===== config.mk =====
export PLATFORM = sky130hd
export DESIGN_NAME = multiword_add_seq
export DESIGN_NICKNAME = d
export VERILOG_FILES = /design/src/rtl/multiword_add_seq.sv
export SDC_FILE = /design/constraint.sdc
export NUM_CORES = 2
export LEC_CHECK = 0
export CAP_MARGIN = 40
export CORE_MARGIN = 10
export CORE_UTILIZATION = 35
export CTS_CLUSTER_DIAMETER = 100
export DETAILED_ROUTE_END_ITERATION = 8
export PLACE_DENSITY = 0.6
export REMOVE_ABC_BUFFERS = 1
export SLEW_MARGIN = 25
export SYNTH_ARGS = -nofsm -noshare
export SYNTH_HDL_FRONTEND = slang
export SYNTH_SLANG_ARGS = --single-unit

===== constraint.sdc =====
create_clock -name clk -period 6.96 [get_ports clk]
set_input_delay 1.044 -clock clk [delete_from_list [all_inputs] [get_ports clk]]
set_output_delay 1.044 -clock clk [all_outputs]
set_load 0.1 [all_outputs]

===== src/rtl/multiword_add_seq.sv =====
// multiword_add_seq: multi-word adder that reuses one 64-bit add stage per beat, LSW first.
// Define MULTIWORD_SUB_EN to add the sub port for A-B.
module multiword_add_seq #(
    parameter int WORDS = 4,
    parameter int CW    = $clog2(WORDS)
) (
    input  logic                  clk,
    input  logic                  rst,
    input  logic                  start,
    input  logic [64*WORDS-1:0]   op_a,
    input  logic [64*WORDS-1:0]   op_b,
    input  logic                  cin,
`ifdef MULTIWORD_SUB_EN
    input  logic                  sub,
`endif
    output logic                  busy,
    output logic                  done,
    output logic [CW-1:0]         beat,
    output logic [64*WORDS-1:0]   sum,
    output logic                  cout
);
    typedef enum logic [1:0] {IDLE, RUN, DONE} state_t;
    state_t state_q, state_d;
    logic [64*WORDS-1:0] a_q, a_d, b_q, b_d, sum_q, sum_d;
    logic carry_q, carry_d, cout_q, cout_d;
    logic [CW-1:0] beat_q, beat_d;
    logic [CW+5:0] off;
    logic [63:0] bw;
    logic [64:0] s;
`ifdef MULTIWORD_SUB_EN
    logic sub_q, sub_d;
`endif
    always_comb begin
        off = {beat_q, 6'd0};
`ifdef MULTIWORD_SUB_EN
        bw = sub_q ? ~b_q[off +: 64] : b_q[off +: 64];
        sub_d = sub_q;
`else
        bw = b_q[off +: 64];
`endif
        s = {1'b0, a_q[off +: 64]} + {1'b0, bw} + {64'd0, carry_q};
        state_d = state_q;
        a_d = a_q;
        b_d = b_q;
        sum_d = sum_q;
        carry_d = carry_q;
        cout_d = cout_q;
        beat_d = beat_q;
        case (state_q)
            IDLE: if (start) begin
                state_d = RUN;
                a_d = op_a;
                b_d = op_b;
                sum_d = '0;
                cout_d = 1'b0;
                beat_d = '0;
`ifdef MULTIWORD_SUB_EN
                sub_d = sub;
                carry_d = sub | cin;
`else
                carry_d = cin;
`endif
            end
            RUN: begin
                sum_d[off +: 64] = s[63:0];
                carry_d = s[64];
                beat_d = beat_q + 1'b1;
                if (beat_q == CW'(WORDS - 1)) begin
                    state_d = DONE;
                    cout_d = s[64];
                    beat_d = '0;
                end
            end
            default: state_d = IDLE;
        endcase
    end
    always_ff @(posedge clk) begin
        if (!rst) begin
            state_q <= IDLE;
            a_q <= '0;
            b_q <= '0;
            sum_q <= '0;
            carry_q <= 1'b0;
            cout_q <= 1'b0;
            beat_q <= '0;
`ifdef MULTIWORD_SUB_EN
            sub_q <= 1'b0;
`endif
        end else begin
            state_q <= state_d;
            a_q <= a_d;
            b_q <= b_d;
            sum_q <= sum_d;
            carry_q <= carry_d;
            cout_q <= cout_d;
            beat_q <= beat_d;
`ifdef MULTIWORD_SUB_EN
            sub_q <= sub_d;
`endif
        end
    end
    assign busy = state_q != IDLE;
    assign done = state_q == DONE;
    assign beat = beat_q;
    assign sum = sum_q;
    assign cout = cout_q;
endmodule


==> results.md <==
- Core area: 0.0919 mm2
- CTS tree: done
- Post-route clock period utilization: 74.9%
- Mux cell area share after synthesis: 8.87%
- Max-Cap Viols: 0
- Worst Hold Class: flip-flop to flip-flop
- Switching part of the total: 27.4%
- Post-cts sizing count: 0
- Most frequent cells in the layout: nand2_1, dfxtp_1, clkdlybuf4s50_1
- Io pins: 777
- Synth warn: 0
- Remaining global-route overflow: 0
- Routed Wire Length: 141 mm
- Synth-to-layout area growth: 51.7%
- Worst Skew: 24.4 ps
- Smallest hold slack: 449 ps
- Synth Area in Compound Gates: 19.0%
- Final min period: 5220 ps
- TritonCTS Buffers: 86
- Slew Limit Fails: 0
- Post-CTS setup buffers: 0
- Initial antenna violation count: 63
- WP data arrival: 5800 ps
- Status: finished clean
- Crit Path Class: flip-flop to flip-flop
- Gate power share: 15.9%
- Die ar.: 0.105 mm2
- EDFF count, synth: 0
- Hold Buf Count CTS: 0
- Longest Clk Path Bufs: 3
- Count of final setup violators: 0
- Syn Inst Count: 3,711
- Internal power: 8210 uW
- Clk Tree Root Cell: clkbuf_16
- Nature of the critical path startpoint: flip-flop
- Die width: 325 um
- First-pass GRT wire length: 205 mm
- Post-route insts no fill: 5,924
- Largest family of logic cells by synthesized area: compound AO/OA/AOI/OAI gates
- Drt via density: 5.30
- Worst vdd ir: 0.188 mV
- Initial Utilization: 35.3%
- Port Buffers: 776
- Cell total after placement: 5,710
- Yosys cell types: 64
- WP data required: 7550 ps
- Power density over the cells: 230 mW/mm2
- Largest fanout on the critical path: 25
- Register area share after synthesis: 47.7%
- Std-Cell Rows: 111
- CTS sink cnt: 774
- P_leak: 0.0185 uW
- Dpl cell area: 0.0462 mm2
- Vias in the first global route: 30,500
- Final net count: 5,142
- Post-synth ARST share: 0%
- Highest clock rate: 0.192 GHz
- Clk_lat worst skew: 670 ps
- Avg Inst Size Synth: 8.75 um2
- Post-synthesis adder-cell area fraction: 2.70%
- Routed Antenna Nets: 0
- Max H-tree Level: 3
- Initial DRC Count: 2,953
- Clock power share: 42.1%
- DR vias: 31,400
- RSZ-0062 raised after global routing: false
- Vert. Die Dim: 325 um
- Post-Synth Simple-Gate Area: 16.4%
- Commonest non-fill, non-tap cell in the layout: nand2_1
- Post-synthesis instance area: 0.0325 mm2
- WL/cell: 23.8 um
- Drc violations: 0
- Yosys reg bits: 774
- Post-synthesis xor/xnor area fraction: 1.64%
- Clock Pin Slew Worst Setup and Hold Paths: 60 ps
- Final Wtd Congestion: 0.887
- Largest net degree at the start of global routing: 208
- Ys flop type: dfxtp_1
- Overall routing resource usage: 25.4%
- Pre-antenna DRT Iters: 5
- Worst rel slew slack: 15.3%
- Hpwl dp: 104 mm
- Share of cells above drive strength 1: 13.2%
- Seq pwr share: 42.0%
- Fin area: 0.0493 mm2
- Crit path capture type: flip-flop
- Worst-margin pin slew: 1270 ps
- Final hold vios: 0
- P_sw: 3100 uW
## Yosys cell counts, drive strengths merged (3+ instances only)
| cell type | count | area share [%] |
|---|---|---|
| mux4 | 128 | 8.9 |
| buf | 34 | 0.47 |
| a221oi | 4 | 0.11 |
| xnor2 | 38 | 1.0 |
| nand3 | 3 | 0.046 |
| xor2 | 21 | 0.59 |
| a22oi | 114 | 2.6 |
| a211oi | 4 | 0.12 |
| and2 | 9 | 0.18 |
| nand2b | 7 | 0.13 |
| nand4 | 21 | 0.40 |
| or3 | 5 | 0.096 |
| o221a | 3 | 0.10 |
| a211o | 3 | 0.085 |
| o31ai | 6 | 0.14 |
| o21ai | 54 | 0.83 |
| a21o | 20 | 0.47 |
| ha | 67 | 2.6 |
| and4 | 3 | 0.081 |
| inv | 22 | 0.25 |
| o21a | 14 | 0.32 |
| a21boi | 4 | 0.092 |
| nor3 | 13 | 0.20 |
| o21bai | 13 | 0.30 |
| nor2b | 15 | 0.29 |
| a22o | 133 | 3.6 |
| a21oi | 614 | 9.5 |
| o211ai | 3 | 0.085 |
| nor4 | 6 | 0.13 |
| a31oi | 6 | 0.12 |
| clkbuf | 261 | 3.0 |
| dfxtp | 774 | 48 |
| nand2 | 1102 | 13 |
| nor2 | 165 | 1.9 |
## critical path, stage by stage, from the launching register on
cell and delay (ps):
dfxtp_4 690, mux4_2 590, fa_1 610, fa_1 540, a211o_1 330, and2_2 200, a31oi_1 220, a21oi_2 150
a21boi_0 310, o21ai_0 250, nand3_1 170, nand2_1 80, xor2_1 650, a22oi_1 200, nor2_1 130
## final timing paths
path         cells past startpoint                    to            startpoint  slack (ps)
max reg2reg                     14  sum[24]$_SDFFE_PN0P_  beat[0]$_SDFFE_PN0P_        1740
max                             14  sum[24]$_SDFFE_PN0P_  beat[0]$_SDFFE_PN0P_        1740
min reg2reg                      2  sum[56]$_SDFFE_PN0P_  sum[56]$_SDFFE_PN0P_         450
min                              2  sum[56]$_SDFFE_PN0P_  sum[56]$_SDFFE_PN0P_         450
## state kept, by name, summed over array words and instances, names as in the netlist
signal   flops
a_q        256
b_q        256
beat         2
carry_q      1
cout         1
state_q      2
sum        256
## power by group through the flow
stage	combinational, uW	clock, uW	sequential, uW
6_report	1800	4760	4750
5_1_grt	1930	5010	4770
4_1_cts	1790	4830	4740
3_5_place_dp	1780	0	4840
3_3_place_gp	1700	0	4840
2_1_floorplan	965	0	4940
## metal layers
layer	vias up	track usage, %	part of all wire (%)
met5	-	0	0.065
met4	12	13.6	4.8
met3	291	5.76	6.5
met2	1149	40.8	48
met1	15300	31.3	41
li1	14600	-	-
## cell families (layout without fill, tap and decap cells)
kind of cell / count (synthesis) / in the layout
AOI/OAI and AO/OA: 1008 / 1008
xor gates and xnor gates: 59 / 59
adders and majority gates: 69 / 69
buffers and inverters: 317 / 1230
DFF: 774 / 774
muxes: 128 / 128
other: 0 / 57
and+or+nand+nor: 1356 / 1356
## per-stage QoR
step | utilization [%] | TNS [ps] | power, uW | setup WS (ps)
2_1_floorplan | - | -3240020 | 5910 | -7340
3_3_place_gp | 44.7 | 0 | 6530 | 1750
3_5_place_dp | 50.2 | 0 | 6630 | 1730
4_1_cts | 53.4 | 0 | 11400 | 1710
5_1_grt | 53.6 | 0 | 11700 | 1390
6_report | 53.6 | 0 | 11300 | 1740
## layout make-up
class                           instances  area (um2)
Tap cell                             1243        1560
Clock inverter                         33         465
Fill cell                            8278       42700
Inverter                               22        90.1
Sequential cell                       774       15500
Multi-Input combinational cell       2620       15900
Clock buffer                          122        2460
Antenna cell                           57         143
Timing Repair Buffer                 1053       13200
(Power assumes the default switching activity.)
